### config.mk
export PLATFORM = sky130hd
export DESIGN_NAME = data_mem_ctrl_flat
export DESIGN_NICKNAME = d
export VERILOG_FILES = /design/src/rtl/data_mem_if.sv /design/src/rtl/data_mem_ctrl.sv /design/src/flat_wrapper.sv
export SDC_FILE = /design/constraint.sdc
export NUM_CORES = 1
export LEC_CHECK = 0
export ABC_AREA = 1
export CAP_MARGIN = 0
export CORE_ASPECT_RATIO = 1.5
export CORE_MARGIN = 10
export CORE_UTILIZATION = 43
export CTS_CLUSTER_SIZE = 8
export DETAILED_ROUTE_END_ITERATION = 7
export PLACE_DENSITY = 0.66
export SETUP_SLACK_MARGIN = 0.05
export SKIP_CTS_REPAIR_TIMING = 1
export SLEW_MARGIN = 15
export SYNTH_ARGS = -nofsm -noshare
export SYNTH_HDL_FRONTEND = slang
export SYNTH_SLANG_ARGS = --single-unit
### constraint.sdc
create_clock -name clk -period 4.15 [get_ports clk]
set_input_delay 1.0375 -clock clk [delete_from_list [all_inputs] [get_ports clk]]
set_output_delay 1.0375 -clock clk [all_outputs]
set_load 0.005 [all_outputs]
### src/rtl/data_mem_if.sv
// Request/response bundle between a load/store unit and data_mem_ctrl.
// The requester drives the master side; the memory controller is the slave.
interface data_mem_if #(
  parameter int ADDR_W = 32
);
  logic              req_valid;
  logic              req_ready;
  logic              req_write;
  logic [1:0]        req_size;
  logic              req_signed;
  logic [ADDR_W-1:0] req_addr;
  logic [31:0]       req_wdata;
  logic              resp_valid;
  logic [31:0]       resp_rdata;
  logic              resp_err;

  modport master (
    output req_valid, req_write, req_size, req_signed, req_addr, req_wdata,
    input  req_ready, resp_valid, resp_rdata, resp_err
  );

  modport slave (
    input  req_valid, req_write, req_size, req_signed, req_addr, req_wdata,
    output req_ready, resp_valid, resp_rdata, resp_err
  );
endinterface

### src/rtl/data_mem_ctrl.sv
// Little-endian byte/half/word data memory with registered, handshaked responses.
// Misaligned accesses are split into two word beats or rejected, per MISALIGN_SPLIT.
module data_mem_ctrl #(
  parameter int DEPTH_WORDS    = 16,
  parameter int ADDR_W         = 32,
  parameter bit MISALIGN_SPLIT = 1'b1
) (
  input logic   clk,
  input logic   rst,
  data_mem_if.slave bus
);
  localparam int              IDX_W = $clog2(DEPTH_WORDS);
  localparam logic [ADDR_W:0] BYTES = (ADDR_W+1)'(4 * DEPTH_WORDS);

  localparam logic [1:0] S_IDLE = 2'd0;
  localparam logic [1:0] S_ACC1 = 2'd1;
  localparam logic [1:0] S_ACC2 = 2'd2;

  function automatic logic [31:0] extend(input logic [31:0] raw, input logic [1:0] size,
                                         input logic sgn);
    logic signed [7:0]  b8;
    logic signed [15:0] h16;
    logic signed [31:0] bx;
    logic signed [31:0] hx;
    b8  = raw[7:0];
    h16 = raw[15:0];
    bx  = b8;
    hx  = h16;
    case (size)
      2'b00:   extend = sgn ? bx : {24'b0, raw[7:0]};
      2'b01:   extend = sgn ? hx : {16'b0, raw[15:0]};
      default: extend = raw;
    endcase
  endfunction

  logic [1:0]  state;
  logic [31:0] mem [DEPTH_WORDS];

  logic              accept;
  logic [1:0]        nb_m1;
  logic [3:0]        lane_mask;
  logic [ADDR_W:0]   last_byte;
  logic              span;
  logic              err_req;

  logic              write_p0;
  logic [1:0]        size_p0;
  logic              sgn_p0;
  logic [1:0]        off_p0;
  logic [IDX_W-1:0]  idx_p0;
  logic              err_p0;
  logic              split_p0;
  logic [63:0]       wide_p0;
  logic [7:0]        be_p0;
  logic [31:0]       lo_p1;

  logic [IDX_W-1:0]  acc_idx;
  logic [31:0]       rd_word;
  logic              wr_en;
  logic [3:0]        wr_be;
  logic [31:0]       wr_data;
  logic [63:0]       window;
  logic [31:0]       load_data;

  logic              resp_valid_q;
  logic [31:0]       resp_rdata_q;
  logic              resp_err_q;

  assign bus.req_ready  = (state == S_IDLE);
  assign bus.resp_valid = resp_valid_q;
  assign bus.resp_rdata = resp_rdata_q;
  assign bus.resp_err   = resp_err_q;
  assign accept         = bus.req_valid && (state == S_IDLE);

  // Acceptance decode: the last touched byte is computed one bit wider so that
  // addresses near the top of the address space cannot wrap back into range.
  always_comb begin
    case (bus.req_size)
      2'b00:   begin nb_m1 = 2'd0; lane_mask = 4'b0001; end
      2'b01:   begin nb_m1 = 2'd1; lane_mask = 4'b0011; end
      default: begin nb_m1 = 2'd3; lane_mask = 4'b1111; end
    endcase
    last_byte = {1'b0, bus.req_addr} + {{(ADDR_W-1){1'b0}}, nb_m1};
    span      = (last_byte[ADDR_W:2] != {1'b0, bus.req_addr[ADDR_W-1:2]});
    err_req   = (bus.req_size == 2'b11) || (last_byte >= BYTES) ||
                (span && !MISALIGN_SPLIT);
  end

  // Stage p0: request captured at acceptance, store data pre-aligned onto 8 lanes
  always_ff @(posedge clk) begin
    if (accept) begin
      write_p0 <= bus.req_write;
      size_p0  <= bus.req_size;
      sgn_p0   <= bus.req_signed;
      off_p0   <= bus.req_addr[1:0];
      idx_p0   <= bus.req_addr[IDX_W+1:2];
      err_p0   <= err_req;
      split_p0 <= span && !err_req;
      wide_p0  <= {32'b0, bus.req_wdata} << {bus.req_addr[1:0], 3'b000};
      be_p0    <= {4'b0, lane_mask} << bus.req_addr[1:0];
    end
    // Stage p1: first-beat word held for merging in ACC2
    if (state == S_ACC1) begin
      lo_p1 <= rd_word;
    end
  end

  always_comb begin
    acc_idx = (state == S_ACC2) ? idx_p0 + IDX_W'(1) : idx_p0;
    rd_word = mem[acc_idx];
    wr_be   = (state == S_ACC2) ? be_p0[7:4] : be_p0[3:0];
    wr_data = (state == S_ACC2) ? wide_p0[63:32] : wide_p0[31:0];
    wr_en   = !rst && write_p0 && !err_p0 && (state == S_ACC1 || state == S_ACC2);
    window    = split_p0 ? {rd_word, lo_p1} : {32'b0, rd_word};
    load_data = extend(32'(window >> {off_p0, 3'b000}), size_p0, sgn_p0);
  end

  always_ff @(posedge clk) begin
    if (wr_en) begin
      for (int b = 0; b < 4; b++) begin
        if (wr_be[b]) begin
          mem[acc_idx][8*b +: 8] <= wr_data[8*b +: 8];
        end
      end
    end
  end

  // Stage p2: response registered on the edge that returns to IDLE
  always_ff @(posedge clk) begin
    if (rst) begin
      state        <= S_IDLE;
      resp_valid_q <= 1'b0;
      resp_rdata_q <= '0;
      resp_err_q   <= 1'b0;
    end else begin
      resp_valid_q <= 1'b0;
      case (state)
        S_IDLE: begin
          if (accept) begin
            state <= S_ACC1;
          end
        end
        S_ACC1: begin
          if (split_p0) begin
            state <= S_ACC2;
          end else begin
            state        <= S_IDLE;
            resp_valid_q <= 1'b1;
            resp_err_q   <= err_p0;
            resp_rdata_q <= (err_p0 || write_p0) ? '0 : load_data;
          end
        end
        S_ACC2: begin
          state        <= S_IDLE;
          resp_valid_q <= 1'b1;
          resp_err_q   <= 1'b0;
          resp_rdata_q <= write_p0 ? '0 : load_data;
        end
        default: state <= S_IDLE;
      endcase
    end
  end
endmodule

### src/flat_wrapper.sv
// flat-port wrapper written by rule: the top's interface ports become plain ports
module data_mem_ctrl_flat 
#(
  parameter int DEPTH_WORDS    = 16,
  parameter int ADDR_W         = 32,
  parameter bit MISALIGN_SPLIT = 1'b1
)
  (clk, rst, bus_req_valid, bus_req_write, bus_req_size, bus_req_signed, bus_req_addr, bus_req_wdata, bus_req_ready, bus_resp_valid, bus_resp_rdata, bus_resp_err);
  data_mem_if #(.ADDR_W(ADDR_W)) bus_i ();
  input logic clk;
  input logic rst;
  input wire logic [$bits(bus_i.req_valid)-1:0] bus_req_valid;
  input wire logic [$bits(bus_i.req_write)-1:0] bus_req_write;
  input wire logic [$bits(bus_i.req_size)-1:0] bus_req_size;
  input wire logic [$bits(bus_i.req_signed)-1:0] bus_req_signed;
  input wire logic [$bits(bus_i.req_addr)-1:0] bus_req_addr;
  input wire logic [$bits(bus_i.req_wdata)-1:0] bus_req_wdata;
  output wire logic [$bits(bus_i.req_ready)-1:0] bus_req_ready;
  output wire logic [$bits(bus_i.resp_valid)-1:0] bus_resp_valid;
  output wire logic [$bits(bus_i.resp_rdata)-1:0] bus_resp_rdata;
  output wire logic [$bits(bus_i.resp_err)-1:0] bus_resp_err;
  assign bus_i.req_valid = bus_req_valid;
  assign bus_i.req_write = bus_req_write;
  assign bus_i.req_size = bus_req_size;
  assign bus_i.req_signed = bus_req_signed;
  assign bus_i.req_addr = bus_req_addr;
  assign bus_i.req_wdata = bus_req_wdata;
  assign bus_req_ready = bus_i.req_ready;
  assign bus_resp_valid = bus_i.resp_valid;
  assign bus_resp_rdata = bus_i.resp_rdata;
  assign bus_resp_err = bus_i.resp_err;
  data_mem_ctrl #(.DEPTH_WORDS(DEPTH_WORDS), .ADDR_W(ADDR_W), .MISALIGN_SPLIT(MISALIGN_SPLIT)) u_core (.clk(clk), .rst(rst), .bus(bus_i));
endmodule
# Word level (Yosys, flattened, before mapping)
# Memories as Yosys holds them, arrays and structs flattened.
# Cells that the tools add are included.
[word_totals]
reg_bits = 152
ramBits = 512
memories = 1
[classes]
addsub = 2
order_cmp = 1
n_eq_ne = 8
n_shift = 3
muxes = 32
reduce_logical = 16
[memory_table]
columns = ["memory", "words", "width", "read_ports", "rd_ports_with_merged_regs", "wr", "line_no", "text"]
rows = [
  ["u_core.mem", 16, 32, 1, 0, 1, "data_mem_ctrl.sv:37", "logic [31:0] mem [DEPTH_WORDS];"],
]
[ops]
columns = ["cell", "n"]
rows = [
  ["$mux 32", 6],
  ["$pmux 32 s2", 2],
  ["$mux 64", 1],
  ["$shl 32x5->64", 1],
  ["$shr 64x5->32", 1],
  ["$add 32x2->33", 1],
  ["$ge 33x7->1 const B", 1],
  ["$ne 31x30->1", 1],
  ["$mux 1", 14],
  ["$mux 4", 2],
  ["$pmux 2 s2", 2],
  ["$pmux 4 s2", 1],
  ["$shl 4x2->8", 1],
  ["$eq 2x1->1 const B", 3],
  ["$logic_not 2->1", 3],
  ["$logic_and 1x1->1", 5],
  ["$add 4x1->4 const B", 1],
  ["$eq 2x2->1 const B", 2],
  ["$mux 2", 2],
  ["$pmux 1 s2", 2],
  ["$logic_not 1->1", 3],
  ["$logic_or 1x1->1", 3],
  ["$ne 2x1->1 const B", 1],
  ["$ne 2x2->1 const B", 1],
  ["2 further kinds", 2],
]

# Logic depth before layout (Yosys ltp)
# Gate-level depths: netlist of run 1.
# An unclocked memory read counts as a cell.
[depth]
word_depth = 10
mapped_depth = 22
mapped_depth_nobuf = 19

# Least setup slack after synthesis of run 1
# No wires, ideal clock.
[synth_timing]
path_kind = "input to register"
start = "input port bus_req_addr[1]"
end = "register u_core.err_p0, data pin"
setup_time_ns = 0.267
arrival_ns = 3.199
required_time_ns = 3.883
slack_ns = 0.684
path_stages = 16
n_path_buf = 3
path_cell_list = "buf_2 -> clkbuf_1 -> nor2_1 -> nor2_1 -> ha_1 -> or2_2 -> clkbuf_1 -> nand4_1 -> nor2_1 -> nand2_1 -> o21ai_0 -> nand4_1 -> nor2_1 -> nand3_1 -> nor2_1 -> nand3_1"
[synth_via]
elab_chain_cells = 3
[synth_rtl]
columns = ["element", "line_no", "text"]
rows = [
  ["start, declared", "flat_wrapper.sv:16", "input wire logic [$bits(bus_i.req_addr)-1:0] bus_req_addr;"],
  ["$add 32x2->33", "data_mem_ctrl.sv:83", "last_byte = {1'b0, bus.req_addr} + {{(ADDR_W-1){1'b0}}, nb_m1};"],
  ["$ge 33x7->1", "data_mem_ctrl.sv:85", "err_req = (bus.req_size == 2'b11) || (last_byte >= BYTES) ||"],
  ["$logic_or 1x1->1", "data_mem_ctrl.sv:85", ""],
  ["net u_core.err_req", "data_mem_ctrl.sv:44", "logic err_req;"],
  ["end signal, assigned", "data_mem_ctrl.sv:97", "err_p0 <= err_req;"],
  ["end, declared", "data_mem_ctrl.sv:51", "logic err_p0;"],
]
# The timed path passes the listed nets, and every way through them passes these cells.
# A chain may end at the register's enable or synchronous reset.

# Final worst setup path of run 1
[layout_timing]
start = "register u_core.state[0]"
end = "register u_core.resp_rdata_q[28] (netlist: u_core.bus.resp_rdata[28])"
[layout_via]
elab_cells_between_ends = 16
classes_between = "eq/ne (3); shift (1); mux (9); reduce/logical (2); memory (1)"
[layout_lines]
columns = ["element", "line_no", "text"]
rows = [
  ["start, declared", "data_mem_ctrl.sv:36", "logic [1:0] state;"],
  ["start signal, assigned", "data_mem_ctrl.sv:131", "state <= S_IDLE;"],
  ["start signal, assigned", "data_mem_ctrl.sv:140", "state <= S_ACC1;"],
  ["start signal, assigned", "data_mem_ctrl.sv:145", "state <= S_ACC2;"],
  ["$eq 2x2->1 *", "data_mem_ctrl.sv:109", "acc_idx = (state == S_ACC2) ? idx_p0 + IDX_W'(1) : idx_p0;"],
  ["$mux 4 *", "data_mem_ctrl.sv:109", ""],
  ["$mem_v2 16x32 *", "-", ""],
  ["net u_core.rd_word[4]", "data_mem_ctrl.sv:58", "logic [31:0] rd_word;"],
  ["$mux 64 *", "data_mem_ctrl.sv:114", "window = split_p0 ? {rd_word, lo_p1} : {32'b0, rd_word};"],
  ["$shr 64x5->32 *", "data_mem_ctrl.sv:115", "load_data = extend(32'(window >> {off_p0, 3'b000}), size_p0, sgn_p0);"],
  ["$pmux 32 s2 *", "data_mem_ctrl.sv:29", "case (size)"],
  ["$mux 32", "data_mem_ctrl.sv:150", "resp_rdata_q <= (err_p0 || write_p0) ? '0 : load_data;"],
  ["$mux 32", "data_mem_ctrl.sv:144", "if (split_p0) begin"],
  ["$pmux 32 s2 *", "data_mem_ctrl.sv:137", "case (state)"],
  ["end signal, assigned", "data_mem_ctrl.sv:150", ""],
  ["end signal, assigned", "data_mem_ctrl.sv:157", "resp_rdata_q <= write_p0 ? '0 : load_data;"],
  ["end, declared", "data_mem_ctrl.sv:66", "logic [31:0] resp_rdata_q;"],
]
# The timed path passes the listed nets; every way through them passes the cells marked *. The select of a mux whose other input is x is not followed.

==> results of run 1 <==
[worst reg2reg max path, stage by stage (launching register included)]
cell and delay [ns]:
sky130_fd_sc_hd__dfxtp_1 0.32, sky130_fd_sc_hd__inv_1 0.08, sky130_fd_sc_hd__ha_1 0.39, sky130_fd_sc_hd__nand2_2 0.34, sky130_fd_sc_hd__nor2_2 0.23, sky130_fd_sc_hd__inv_1 0.07, sky130_fd_sc_hd__nand2_1 0.05, sky130_fd_sc_hd__nand2_1 0.12
sky130_fd_sc_hd__nor2_4 0.59, sky130_fd_sc_hd__buf_4 0.29, sky130_fd_sc_hd__nand2_1 0.10, sky130_fd_sc_hd__nand2_1 0.07, sky130_fd_sc_hd__inv_1 0.04, sky130_fd_sc_hd__nand2_1 0.30, sky130_fd_sc_hd__nand3_1 0.17, sky130_fd_sc_hd__nand2_1 0.10
sky130_fd_sc_hd__nand2_1 0.05, sky130_fd_sc_hd__a21oi_1 0.23, sky130_fd_sc_hd__nand2_1 0.09, sky130_fd_sc_hd__a21oi_1 0.13
[per-layer routing]
| metal | track usage (%) | share of wire (%) | up-vias | wire [um] |
|---|---|---|---|---|
| met4 | 10.4 | 5.0 | 0 | 4050 |
| met5 | 0 | 0 | - | 0 |
| met2 | 36.2 | 52 | 749 | 42700 |
| met1 | 21.6 | 37 | 10200 | 30000 |
| li1 | - | - | 10500 | - |
| met3 | 2.87 | 5.9 | 178 | 4810 |
[power by group through the flow]
stage               logic [W]  registers [W]  clock network (W)
floorplan             0.00139        0.00767                  0
global placement      0.00220        0.00769                  0
detailed placement    0.00222        0.00769                  0
CTS                   0.00223        0.00757            0.00669
global route          0.00245        0.00757            0.00696
finish                0.00224        0.00757            0.00662
[cell families (layout without fill, tap and decap cells)]
logic type / Yosys count / count (layout) / synth area share (%)
and+or+nand+nor: 2009 / 2009 / 27.1
DFF: 655 / 655 / 65.0
buffers and inverters: 275 / 452 / 4.11
AOI/OAI and AO/OA: 129 / 129 / 2.36
xor gates and xnor gates: 17 / 17 / 0.564
muxes: 16 / 16 / 0.539
adders and majority gates: 7 / 7 / 0.295
[metrics by stage]
step | setup slack (ns) | cells | utilization [%] | total power (W)
after floorplan | 0.684 | 3108 | - | 0.00906
after CTS | 0.379 | 4185 | 50.2 | 0.0165
final | 0.318 | 4185 | 50.2 | 0.0164
after global placement | 0.319 | 4072 | 46.6 | 0.00988
after global routing | 0.0863 | 4185 | 50.2 | 0.0170
after detailed placement | 0.355 | 4072 | 46.6 | 0.00991
[synthesized netlist by cell type (8+ instances only)]
cell / instances
sky130_fd_sc_hd__o211ai_1: 14
sky130_fd_sc_hd__clkbuf_1: 50
sky130_fd_sc_hd__buf_2: 64
sky130_fd_sc_hd__nor3_1: 18
sky130_fd_sc_hd__or2_2: 30
sky130_fd_sc_hd__nand3_1: 212
sky130_fd_sc_hd__a21oi_1: 69
sky130_fd_sc_hd__o22ai_1: 8
sky130_fd_sc_hd__buf_4: 18
sky130_fd_sc_hd__nor2_1: 166
sky130_fd_sc_hd__o21ai_0: 35
sky130_fd_sc_hd__nand4_1: 17
sky130_fd_sc_hd__buf_1: 17
sky130_fd_sc_hd__dfxtp_1: 36
sky130_fd_sc_hd__mux2i_1: 16
sky130_fd_sc_hd__edfxtp_1: 619
sky130_fd_sc_hd__nand2_1: 1542
sky130_fd_sc_hd__xor2_1: 9
sky130_fd_sc_hd__inv_1: 112
[flip-flops by register name (all words and copies together) (netlist names), 2 cells and up]
name and cells:
u_core.size_p0 2, u_core.bus.resp_rdata 32, u_core.mem 512, u_core.wide_p0 56, u_core.off_p0 2, u_core.be_p0 7, u_core.lo_p1 32, u_core.idx_p0 4
u_core.state 2
[worst max-delay path by stage]
stage	depth (start not counted)	start	slack, ns	to
floorplan	16	bus_req_addr[1]	0.68	u_core.err_p0$_DFFE_PP_
global placement	14	bus_req_size[0]	0.32	u_core.err_p0$_DFFE_PP_
detailed placement	14	bus_req_size[0]	0.36	u_core.err_p0$_DFFE_PP_
CTS	19	u_core.state[0]$_SDFFE_PP0P_	0.38	u_core.bus.resp_rdata[28]$_SDFFE_PP0P_
global route	19	u_core.state[0]$_SDFFE_PP0P_	0.09	u_core.bus.resp_rdata[28]$_SDFFE_PP0P_
finish	19	u_core.state[0]$_SDFFE_PP0P_	0.32	u_core.bus.resp_rdata[28]$_SDFFE_PP0P_
[area by class of cell]
class                      instances  area (um^2)  share of cell area, %
inverter                         120          450                   1.30
clock buffer                     109         2410                   6.97
tap                              900         1130                   3.26
multi-input combinational       2178         9210                   26.7
sequential                       655        19300                   55.9
timing repair buffer             219         1980                   5.74
clock inverter                     4         53.8                  0.156
==> results_tabular.tex, run 1 <==
\begin{tabular}{lr}
\hline
Metric & Value \\
\hline
\multicolumn{2}{l}{\textbf{Run status}} \\
Status & completed \\
\multicolumn{2}{l}{\textbf{Synthesis}} \\
Register bit total from synthesis & 655 \\
Synth Warn \# & 0 \\
Cell accounting for the most synthesized area & sky130\_fd\_sc\_hd\_\_edfxtp\_1 \\
Post-synthesis cell count & 3108 \\
Top cells by area in the synthesized netlist & sky130\_fd\_sc\_hd\_\_edfxtp\_1 63\%, sky130\_fd\_sc\_hd\_\_nand2\_1 19\%, sky130\_fd\_sc\_hd\_\_nand3\_1 3.6\% \\
Number of unique standard cell types used by synthesis & 38 \\
EDFF count, synth & 619 \\
Post-synthesis net count & 3186 \\
Ys async rst share & 0\% \\
Primary flip-flop cell chosen by synthesis mapping & sky130\_fd\_sc\_hd\_\_edfxtp\_1 \\
Mean post-synth cell area & 9.56 um\^{}2 \\
Top cell type's share of synthesized area & 62.6\% \\
Portion of the post-synthesis area used by sequential elements & 65.0\% \\
Total standard cell area after synthesis & 29700 um\^{}2 \\
\multicolumn{2}{l}{\textbf{Power}} \\
Register share of total power & 46.1\% \\
Largest vdd supply drop & 0.289 mV \\
Clock power frac & 40.3\% \\
Share of total power consumed by net switching & 26.2\% \\
Gate power share & 13.6\% \\
Power density over the cells & 476 nW/um\^{}2 \\
Cell-internal power & 0.0121 W \\
Net Switching & 0.00431 W \\
LEAKAGE & 14.1 nW \\
\multicolumn{2}{l}{\textbf{Finish}} \\
Synth-to-Final Area Change & 16.2\% \\
Layout fillers & 6239 \\
Final \#Nets & 3343 \\
Antenna Diode Count & 0 \\
Layout cell share with drive strength beyond 1 & 8.25\% \\
Commonest non-fill, non-tap cell in the layout & sky130\_fd\_sc\_hd\_\_nand2\_1 \\
Final instance area & 34500 um\^{}2 \\
Most used cells in the layout excluding fill and tap cells & 1542 x sky130\_fd\_sc\_hd\_\_nand2\_1, 619 x sky130\_fd\_sc\_hd\_\_edfxtp\_1, 212 x sky130\_fd\_sc\_hd\_\_nand3\_1 \\
\multicolumn{2}{l}{\textbf{Setup path}} \\
Number of buffer and inverter stages on the critical path & 4 \\
Slowest library cell on the worst path & sky130\_fd\_sc\_hd\_\_nor2\_4 \\
Kind of launch point of the worst setup path & flip-flop \\
R2r endpoint & u\_core.bus.resp\_rdata[28]\$\_SDFFE\_PP0P\_ \\
Data required time at the worst endpoint & 4.70 ns \\
Startpoint-to-endpoint class of the critical path & flip-flop to flip-flop \\
Worst R2R Setup Slack & 0.32 ns \\
Arrival time reported for the critical path endpoint & 4.38 ns \\
CP max stage delay & 0.59 ns \\
Crit-path cells & inv\_1, ha\_1, nand2\_2, nor2\_2, inv\_1, nand2\_1, nand2\_1, nor2\_4, buf\_4, nand2\_1, nand2\_1, inv\_1, nand2\_1, nand3\_1, nand2\_1, nand2\_1, a21oi\_1, nand2\_1, a21oi\_1 \\
Most frequent cell on the critical path & sky130\_fd\_sc\_hd\_\_nand2\_1 \\
Setup crit end kind & flip-flop \\
Worst reg2reg path depth & 19 \\
R2r startpoint & u\_core.state[0]\$\_SDFFE\_PP0P\_ \\
CP max FO & 18 \\
Kind of cell adding the most delay to the critical path & simple AND/OR/NAND/NOR gates \\
\multicolumn{2}{l}{\textbf{Worst hold path}} \\
Origin of the worst min-delay path & u\_core.bus.resp\_err\$\_SDFFE\_PP0P\_ \\
Hold Path Depth & 2 \\
Sink of the worst hold path & u\_core.bus.resp\_err\$\_SDFFE\_PP0P\_ \\
Class of the worst hold path & flip-flop to flip-flop \\
\multicolumn{2}{l}{\textbf{Clocking}} \\
Number of levels the H-tree was split into & 3 \\
Inserted Clock Buffers & 91 \\
TritonCTS clock tree & done \\
CTS Root Cell & sky130\_fd\_sc\_hd\_\_clkbuf\_16 \\
Skew-Pair Late Insertion Delay & 0.64 ns \\
Number of sinks on the clock net & 655 \\
Maximum buffer depth of the clock tree & 3 \\
Clock transition at path regs & 0.05 ns \\
\multicolumn{2}{l}{\textbf{Placed design}} \\
Half-perimeter wire length after placement & 55.7 mm \\
Placed inst area & 32100 um\^{}2 \\
RD Place Congestion & 0.904 \\
Total of buffers placed on input and output ports & 105 \\
\multicolumn{2}{l}{\textbf{Floorplan}} \\
Number of standard-cell rows in the floorplan & 118 \\
Die extent in x & 235 um \\
Boundary Pins & 106 \\
Overall die area & 80200 um\^{}2 \\
Placeable core region & 68800 um\^{}2 \\
Initial Util & 43.2\% \\
Overall die height & 342 um \\
\multicolumn{2}{l}{\textbf{Global routing}} \\
Largest net degree at the start of global routing & 79 \\
Global route overflow & 0 \\
Number of antenna violations at the first check in global routing & 0 \\
First-pass GRT wire length & 123 mm \\
Overall global routing resource usage & 19.7\% \\
Vias in the first global route & 21100 \\
\multicolumn{2}{l}{\textbf{Detailed routing}} \\
Vias post-DR & 21600 \\
Final ANT Viol Nets & 0 \\
First DRT Iteration DRCs & 1743 \\
Residual DRC & 0 \\
Post-Route WL & 81.5 mm \\
Routed wire length per instance & 19.5 um \\
Detailed-route vias per instance & 5.17 \\
First-pass detailed-route iteration total & 6 \\
\multicolumn{2}{l}{\textbf{Timing}} \\
RSZ-0062 raised after global routing & no \\
Final critical-path share of the clock period & 92.3\% \\
Post-Route Hold Slack & 0.463 ns \\
Number of endpoints failing setup at the final stage & 0 \\
Setup TNS & 0 ns \\
Period minus WS final & 3.83 ns \\
Number of hold violations in the final report & 0 \\
Headroom to the max-slew limit & 19.2\% \\
Final number of max-transition violations & 0 \\
FMAX & 261 MHz \\
Clock skew & 0.0251 ns \\
Worst Max-Slew Pin Slew & 1.21 ns \\
\multicolumn{2}{l}{\textbf{Run}} \\
Maximum capacitance violations & 0 \\
\hline
\end{tabular}
(Power assumes the default switching activity.)
==> run 2, diff against run 1 <==
- CELL_PAD_IN_SITES_DETAIL_PLACEMENT: default -> 1
- CELL_PAD_IN_SITES_GLOBAL_PLACEMENT: default -> 1
- PLACE_DENSITY: 0.66 -> 0.79
==> results_tabular.tex, run 2 (synthesized netlist as in run 1, its figures left out) <==
\begin{tabular}{lr}
\hline
Metric & Value \\
\hline
\multicolumn{2}{l}{\textbf{Run status}} \\
Status & completed \\
\multicolumn{2}{l}{\textbf{Finish}} \\
Register cell area after layout & 19300 um\^{}2 (unchanged) \\
Register containing the most flip-flops in the final layout & u\_core.mem \\
Most used cells in the layout excluding fill and tap cells & 1542 x sky130\_fd\_sc\_hd\_\_nand2\_1, 619 x sky130\_fd\_sc\_hd\_\_edfxtp\_1, 212 x sky130\_fd\_sc\_hd\_\_nand3\_1 \\
Flip-flop count of the largest register, all copies and words added & 512 (unchanged) \\
Synth-to-Final Area Change & 16.1\% \\
Commonest non-fill, non-tap cell in the layout & sky130\_fd\_sc\_hd\_\_nand2\_1 \\
Registers with the highest flip-flop counts & u\_core.mem x512, u\_core.wide\_p0 x56 \\
Layout fillers & 7788 (+25\%) \\
Layout cell share with drive strength beyond 1 & 8.12\% (-0.13 points) \\
Multi-input gate area & 9220 um\^{}2 (+0.18\%) \\
Antenna Diode Count & 0 (unchanged) \\
Final \#Nets & 3336 (-0.21\%) \\
\multicolumn{2}{l}{\textbf{Detailed routing}} \\
Residual DRC & 0 (unchanged) \\
Detailed-route vias per instance & 5.50 (+6.4\%) \\
First-pass detailed-route iteration total & 6 (unchanged) \\
First DRT Iteration DRCs & 1673 (-4.0\%) \\
Routed wire length per instance & 23.4 um (+20\%) \\
Vias post-DR & 23000 (+6.2\%) \\
Final ANT Viol Nets & 0 (unchanged) \\
Post-Route WL & 97.8 mm (+20\%) \\
\multicolumn{2}{l}{\textbf{Floorplan}} \\
Placeable core region & 68800 um\^{}2 (unchanged) \\
Boundary Pins & 106 (unchanged) \\
Die extent in x & 235 um (unchanged) \\
Overall die area & 80200 um\^{}2 (unchanged) \\
Overall die height & 342 um (unchanged) \\
Number of standard-cell rows in the floorplan & 118 (unchanged) \\
Initial Util & 43.2\% (unchanged) \\
\multicolumn{2}{l}{\textbf{Clocking}} \\
Number of sinks on the clock net & 655 (unchanged) \\
Clock transition at path regs & 0.05 ns (about the same) \\
Inserted Clock Buffers & 91 (unchanged) \\
Skew-Pair Late Insertion Delay & 0.65 ns (about the same) \\
Maximum buffer depth of the clock tree & 3 (unchanged) \\
Number of levels the H-tree was split into & 3 (unchanged) \\
TritonCTS clock tree & done \\
CTS Root Cell & sky130\_fd\_sc\_hd\_\_clkbuf\_16 \\
\multicolumn{2}{l}{\textbf{Global routing}} \\
Overall global routing resource usage & 23.8\% (+4.1 points) \\
Vias in the first global route & 25100 (+19\%) \\
First-pass GRT wire length & 148 mm (+20\%) \\
Number of antenna violations at the first check in global routing & 0 (unchanged) \\
Largest net degree at the start of global routing & 107 (+35\%) \\
Global route overflow & 0 (unchanged) \\
\multicolumn{2}{l}{\textbf{Timing}} \\
RSZ-0062 raised after global routing & no \\
Final critical-path share of the clock period & 91.4\% (-0.94 points) \\
Setup TNS & 0 ns (unchanged) \\
Period minus WS final & 3.79 ns (-0.0389 ns) \\
FMAX & 264 MHz (+1.0\%) \\
Number of hold violations in the final report & 0 (unchanged) \\
Number of endpoints failing setup at the final stage & 0 (unchanged) \\
Headroom to the max-slew limit & 22.2\% (+2.9 points) \\
Clock skew & 0.0305 ns (+0.00537 ns) \\
Worst Max-Slew Pin Slew & 1.16 ns (-0.0436 ns) \\
Final number of max-transition violations & 0 (unchanged) \\
\multicolumn{2}{l}{\textbf{Power}} \\
Register share of total power & 45.7\% (-0.4 points) \\
Power density over the cells & 480 nW/um\^{}2 (+0.92\%) \\
Sum of internal, switching and leakage power & 0.0166 W (+0.80\%) \\
LEAKAGE & 14.0 nW (-0.31\%) \\
Net Switching & 0.00451 W (+4.9\%) \\
Share of total power consumed by net switching & 27.3\% (+1.1 points) \\
Clock power frac & 40.0\% (-0.3 points) \\
Largest vdd supply drop & 0.288 mV (-0.40\%) \\
Gate power share & 14.3\% (+0.7 points) \\
Cell-internal power & 0.0120 W (-0.64\%) \\
\multicolumn{2}{l}{\textbf{Setup path}} \\
Worst R2R Setup Slack & 0.36 ns (+0.04 ns) \\
Setup crit end kind & flip-flop \\
Startpoint-to-endpoint class of the critical path & flip-flop to flip-flop \\
Arrival time reported for the critical path endpoint & 4.29 ns (-0.09 ns) \\
Data required time at the worst endpoint & 4.65 ns (-0.05 ns) \\
CP max FO & 20 (+2) \\
Kind of launch point of the worst setup path & flip-flop \\
\multicolumn{2}{l}{\textbf{Placed design}} \\
Total of buffers placed on input and output ports & 105 (unchanged) \\
RD Place Congestion & 0.896 (-0.83\%) \\
Half-perimeter wire length after placement & 67.8 mm (+22\%) \\
\multicolumn{2}{l}{\textbf{Run}} \\
Maximum capacitance violations & 0 (unchanged) \\
\multicolumn{2}{l}{\textbf{Worst hold path}} \\
Class of the worst hold path & flip-flop to flip-flop \\
\hline
\end{tabular}
run 2: changes by cell type in the layout (fill, tap and decap cells not counted):
cell	delta
sky130_fd_sc_hd__buf_4	-12
sky130_fd_sc_hd__nor2_2	+4
sky130_fd_sc_hd__ha_2	+1
sky130_fd_sc_hd__buf_12	+3
sky130_fd_sc_hd__clkbuf_16	-2
sky130_fd_sc_hd__ha_1	-1
sky130_fd_sc_hd__inv_16	+1
sky130_fd_sc_hd__buf_6	+1
sky130_fd_sc_hd__nor2_1	-3
sky130_fd_sc_hd__inv_6	-1
run 2: critical path: stages, from the launching register on:
cell and delay (ns):
sky130_fd_sc_hd__dfxtp_1 0.35, sky130_fd_sc_hd__inv_1 0.08, sky130_fd_sc_hd__ha_2 0.26, sky130_fd_sc_hd__buf_4 0.19, sky130_fd_sc_hd__o21ai_4 0.42, sky130_fd_sc_hd__inv_2 0.31, sky130_fd_sc_hd__buf_4 0.31, sky130_fd_sc_hd__nand2_1 0.10
sky130_fd_sc_hd__nand2_1 0.06, sky130_fd_sc_hd__nand2_1 0.18, sky130_fd_sc_hd__nand2_1 0.08, sky130_fd_sc_hd__nor2_1 0.57, sky130_fd_sc_hd__nand2_1 0.17, sky130_fd_sc_hd__nand3_1 0.15, sky130_fd_sc_hd__nand2_1 0.07, sky130_fd_sc_hd__nand2_1 0.06
sky130_fd_sc_hd__a21oi_1 0.08, sky130_fd_sc_hd__nand2_1 0.11, sky130_fd_sc_hd__a21oi_1 0.08
run 2: stage by stage:
stage               std cells  worst slack, ns  utilization (%)  hold slack (ns)  cell area [um^2]
floorplan                3108            0.684                -            0.457             29700
global placement         4064            0.132             46.6            0.457             32000
detailed placement       4064          -0.0219             46.6            0.466             32000
CTS                      4175            0.221             50.1            0.474             34500
global route             4176            0.130             50.1            0.485             34500
finish                   4176            0.357             50.1            0.469             34500
run 2: area by class of cell:
class | count | share of cell area (%)
well taps | 900 | 3.26
repair buffers | 211 | 5.69
multi-input cells | 2179 | 26.7
flip-flops and latches | 655 | 56.0
clock inverters | 4 | 0.189
clock buffers | 107 | 6.84
inverters | 120 | 1.31
run 2: power by group through the flow:
stage / registers (W) / clock network (W) / logic, W
floorplan: 0.00767 / 0 / 0.00139
global placement: 0.00768 / 0 / 0.00223
detailed placement: 0.00769 / 0 / 0.00232
CTS: 0.00757 / 0.00671 / 0.00236
global route: 0.00757 / 0.00696 / 0.00259
finish: 0.00756 / 0.00663 / 0.00237
run 2: layer usage:
layer	share of wire, %	track usage (%)	vias up
li1	-	-	10500
met1	36	25.2	11500
met2	52	43.4	780
met3	5.3	3.87	250
met4	6.4	15.0	0
met5	0	0	-
run 2: final timing paths:
check	start	to	cells past startpoint
setup reg to reg	u_core.state[0]$_SDFFE_PP0P_	u_core.bus.resp_rdata[28]$_SDFFE_PP0P_	18
setup / recovery	u_core.state[0]$_SDFFE_PP0P_	u_core.bus.resp_rdata[28]$_SDFFE_PP0P_	18
hold / removal	u_core.bus.resp_rdata[14]$_SDFFE_PP0P_	u_core.bus.resp_rdata[14]$_SDFFE_PP0P_	2
hold reg to reg	u_core.bus.resp_rdata[14]$_SDFFE_PP0P_	u_core.bus.resp_rdata[14]$_SDFFE_PP0P_	2
==> run 3, diff against run 2 <==
- CTS_CLUSTER_SIZE: 8 -> 12
==> results_tabular.tex, run 3 (synthesized netlist as in run 1, its figures left out) <==
\begin{tabular}{lr}
\hline
Metric & Value \\
\hline
\multicolumn{2}{l}{\textbf{Detailed routing}} \\
Routed wire length per instance & 23.2 um (-1.1\%) \\
Detailed-route vias per instance & 5.46 (-0.70\%) \\
Vias post-DR & 22700 (-1.1\%) \\
Final ANT Viol Nets & 0 (unchanged) \\
First-pass detailed-route iteration total & 5 (-1) \\
First DRT Iteration DRCs & 1630 (-2.6\%) \\
Residual DRC & 0 (unchanged) \\
Post-Route WL & 96.4 mm (-1.4\%) \\
\multicolumn{2}{l}{\textbf{Finish}} \\
Registers with the highest flip-flop counts & u\_core.mem x512, u\_core.wide\_p0 x56 \\
Most used cells in the layout excluding fill and tap cells & 1542 x sky130\_fd\_sc\_hd\_\_nand2\_1, 619 x sky130\_fd\_sc\_hd\_\_edfxtp\_1, 212 x sky130\_fd\_sc\_hd\_\_nand3\_1 \\
Commonest non-fill, non-tap cell in the layout & sky130\_fd\_sc\_hd\_\_nand2\_1 \\
Synth-to-Final Area Change & 14.5\% \\
Antenna Diode Count & 0 (unchanged) \\
Post-route core utilization & 49.4\% (-0.69 points) \\
Number of cells in the finished layout apart from fillers & 4160 (-0.38\%) \\
Final \#Nets & 3312 (-0.72\%) \\
Layout cell share with drive strength beyond 1 & 7.64\% (-0.48 points) \\
Register containing the most flip-flops in the final layout & u\_core.mem \\
Flip-flop count of the largest register, all copies and words added & 512 (unchanged) \\
\multicolumn{2}{l}{\textbf{Power}} \\
Gate power share & 15.2\% (+0.9 points) \\
Net Switching & 0.00432 W (-4.3\%) \\
Register share of total power & 48.5\% (+2.8 points) \\
Share of total power consumed by net switching & 27.8\% (+0.53 points) \\
Power density over the cells & 457 nW/um\^{}2 (-4.8\%) \\
Largest vdd supply drop & 0.277 mV (-3.9\%) \\
LEAKAGE & 13.8 nW (-1.6\%) \\
Clock power frac & 36.3\% (-3.7 points) \\
Cell-internal power & 0.0112 W (-6.8\%) \\
\multicolumn{2}{l}{\textbf{Setup path}} \\
Number of buffer and inverter stages on the critical path & 4 (unchanged) \\
CP max stage delay & 0.55 ns (-0.02 ns) \\
Number of logic stages on the critical path including buffering & 18 (unchanged) \\
Kind of cell adding the most delay to the critical path & simple AND/OR/NAND/NOR gates \\
Startpoint-to-endpoint class of the critical path & flip-flop to flip-flop \\
Arrival time reported for the critical path endpoint & 4.34 ns (+0.05 ns) \\
First element of the critical path & u\_core.state[0]\$\_SDFFE\_PP0P\_ \\
Crit-path cells & inv\_1, ha\_1, buf\_4, o21ai\_4, inv\_2, buf\_4, nand2\_1, nand2\_1, nand2\_1, nand2\_1, nor2\_1, nand2\_1, nand3\_1, nand2\_1, nand2\_1, a21oi\_1, nand2\_1, a21oi\_1 \\
Worst reg2reg path depth & 18 (unchanged) \\
Kind of launch point of the worst setup path & flip-flop \\
Setup crit end kind & flip-flop \\
Slowest library cell on the worst path & sky130\_fd\_sc\_hd\_\_nor2\_1 \\
Data required time at the worst endpoint & 4.63 ns (-0.02 ns) \\
R2r startpoint & u\_core.state[0]\$\_SDFFE\_PP0P\_ \\
Most frequent cell on the critical path & sky130\_fd\_sc\_hd\_\_nand2\_1 \\
CP max FO & 20 (unchanged) \\
\multicolumn{2}{l}{\textbf{Timing}} \\
Setup TNS & 0 ns (unchanged) \\
Headroom to the max-slew limit & 19.1\% (-3.1 points) \\
FMAX & 260 MHz (-1.5\%) \\
Worst Max-Slew Pin Slew & 1.21 ns (+0.0458 ns) \\
Number of endpoints failing setup at the final stage & 0 (unchanged) \\
Clock skew & 0.0265 ns (-0.00399 ns) \\
Final number of max-transition violations & 0 (unchanged) \\
RSZ-0062 raised after global routing & no \\
Final critical-path share of the clock period & 92.8\% (+1.4 points) \\
Number of hold violations in the final report & 0 (unchanged) \\
Period minus WS final & 3.85 ns (+0.0576 ns) \\
\multicolumn{2}{l}{\textbf{Floorplan}} \\
Number of standard-cell rows in the floorplan & 118 (unchanged) \\
Overall die height & 342 um (unchanged) \\
Placeable core region & 68800 um\^{}2 (unchanged) \\
Initial Util & 43.2\% (unchanged) \\
Boundary Pins & 106 (unchanged) \\
Die extent in x & 235 um (unchanged) \\
Overall die area & 80200 um\^{}2 (unchanged) \\
\multicolumn{2}{l}{\textbf{Placed design}} \\
Half-perimeter wire length after placement & 67.8 mm (unchanged) \\
Total of buffers placed on input and output ports & 105 (unchanged) \\
RD Place Congestion & 0.896 (unchanged) \\
Placed instance count & 4064 (unchanged) \\
\multicolumn{2}{l}{\textbf{Worst hold path}} \\
Origin of the worst min-delay path & u\_core.bus.resp\_rdata[0]\$\_SDFFE\_PP0P\_ \\
Hold Path Depth & 2 (unchanged) \\
Class of the worst hold path & flip-flop to flip-flop \\
\multicolumn{2}{l}{\textbf{Global routing}} \\
Number of antenna violations at the first check in global routing & 0 (unchanged) \\
Global route overflow & 0 (unchanged) \\
Largest net degree at the start of global routing & 107 (unchanged) \\
Vias in the first global route & 24900 (-0.99\%) \\
First-pass GRT wire length & 146 mm (-1.6\%) \\
Overall global routing resource usage & 23.5\% (-0.28 points) \\
\multicolumn{2}{l}{\textbf{Clocking}} \\
Skew-Pair Late Insertion Delay & 0.62 ns (-0.03 ns) \\
Number of sinks on the clock net & 655 (unchanged) \\
Maximum buffer depth of the clock tree & 3 (unchanged) \\
Inserted Clock Buffers & 67 (-26\%) \\
TritonCTS clock tree & done \\
Clock transition at path regs & 0.06 ns (about the same) \\
Number of levels the H-tree was split into & 3 (unchanged) \\
CTS Root Cell & sky130\_fd\_sc\_hd\_\_clkbuf\_16 \\
\multicolumn{2}{l}{\textbf{Run status}} \\
Status & completed \\
\multicolumn{2}{l}{\textbf{Run}} \\
Maximum capacitance violations & 0 (unchanged) \\
\hline
\end{tabular}
-- run 3: cell count changes in the layout (fill, tap and decap cells not counted), moves of 2 or more --
cell,delta
sky130_fd_sc_hd__inv_16,-2
sky130_fd_sc_hd__clkbuf_16,-21
sky130_fd_sc_hd__clkinv_8,+2
sky130_fd_sc_hd__clkinv_1,+5
sky130_fd_sc_hd__clkbuf_1,-5
sky130_fd_sc_hd__clkbuf_8,+3
-- run 3: layer usage --
metal	share of wire, %	track usage, %
met1	37	24.9
met2	52	42.6
met3	4.6	3.56
met4	7.0	15.9
met5	0	0
-- run 3: final timing paths --
kind / to / slack, ns
hold reg to reg: u_core.bus.resp_rdata[0]$_SDFFE_PP0P_ / 0.47
hold / removal: u_core.bus.resp_rdata[0]$_SDFFE_PP0P_ / 0.47
setup / recovery: u_core.bus.resp_rdata[28]$_SDFFE_PP0P_ / 0.30
setup reg to reg: u_core.bus.resp_rdata[28]$_SDFFE_PP0P_ / 0.30
-- run 3: area by class of cell --
| type | instances | area (um^2) |
|---|---|---|
| clock buffer | 84 | 1860 |
| clock inverter | 11 | 93.8 |
| fill | 7850 | 34800 |
| inverter | 120 | 450 |
| multi-input combinational | 2179 | 9220 |
| sequential | 655 | 19300 |
| tap | 900 | 1130 |
| timing repair buffer | 211 | 1960 |
-- run 3: through the flow --
stage	hold WS, ns	setup WS (ns)	total power [W]	instance area (um^2)
6_report	0.469	0.299	0.0156	34000
5_1_grt	0.486	0.0569	0.0161	34000
4_1_cts	0.475	0.234	0.0156	34000
3_5_place_dp	0.466	-0.0219	0.0100	32000
3_3_place_gp	0.457	0.132	0.00991	32000
2_1_floorplan	0.457	0.684	0.00906	29700
-- run 3: power by group through the flow --
stage | Clock, W | Combinational [W] | Sequential (W)
after floorplan | 0 | 0.00139 | 0.00767
after global placement | 0 | 0.00223 | 0.00768
after detailed placement | 0 | 0.00232 | 0.00769
after CTS | 0.00572 | 0.00235 | 0.00755
after global routing | 0.00595 | 0.00258 | 0.00756
final | 0.00564 | 0.00236 | 0.00755
-- run 3: worst register-to-register path, stage by stage, from the launching register on --
cell and delay, ns:
sky130_fd_sc_hd__dfxtp_1 0.36, sky130_fd_sc_hd__inv_1 0.08, sky130_fd_sc_hd__ha_1 0.33, sky130_fd_sc_hd__buf_4 0.24
sky130_fd_sc_hd__o21ai_4 0.41, sky130_fd_sc_hd__inv_2 0.31, sky130_fd_sc_hd__buf_4 0.31, sky130_fd_sc_hd__nand2_1 0.11
sky130_fd_sc_hd__nand2_1 0.06, sky130_fd_sc_hd__nand2_1 0.19, sky130_fd_sc_hd__nand2_1 0.08, sky130_fd_sc_hd__nor2_1 0.55
sky130_fd_sc_hd__nand2_1 0.17, sky130_fd_sc_hd__nand3_1 0.15, sky130_fd_sc_hd__nand2_1 0.07, sky130_fd_sc_hd__nand2_1 0.06
sky130_fd_sc_hd__a21oi_1 0.08, sky130_fd_sc_hd__nand2_1 0.11, sky130_fd_sc_hd__a21oi_1 0.07
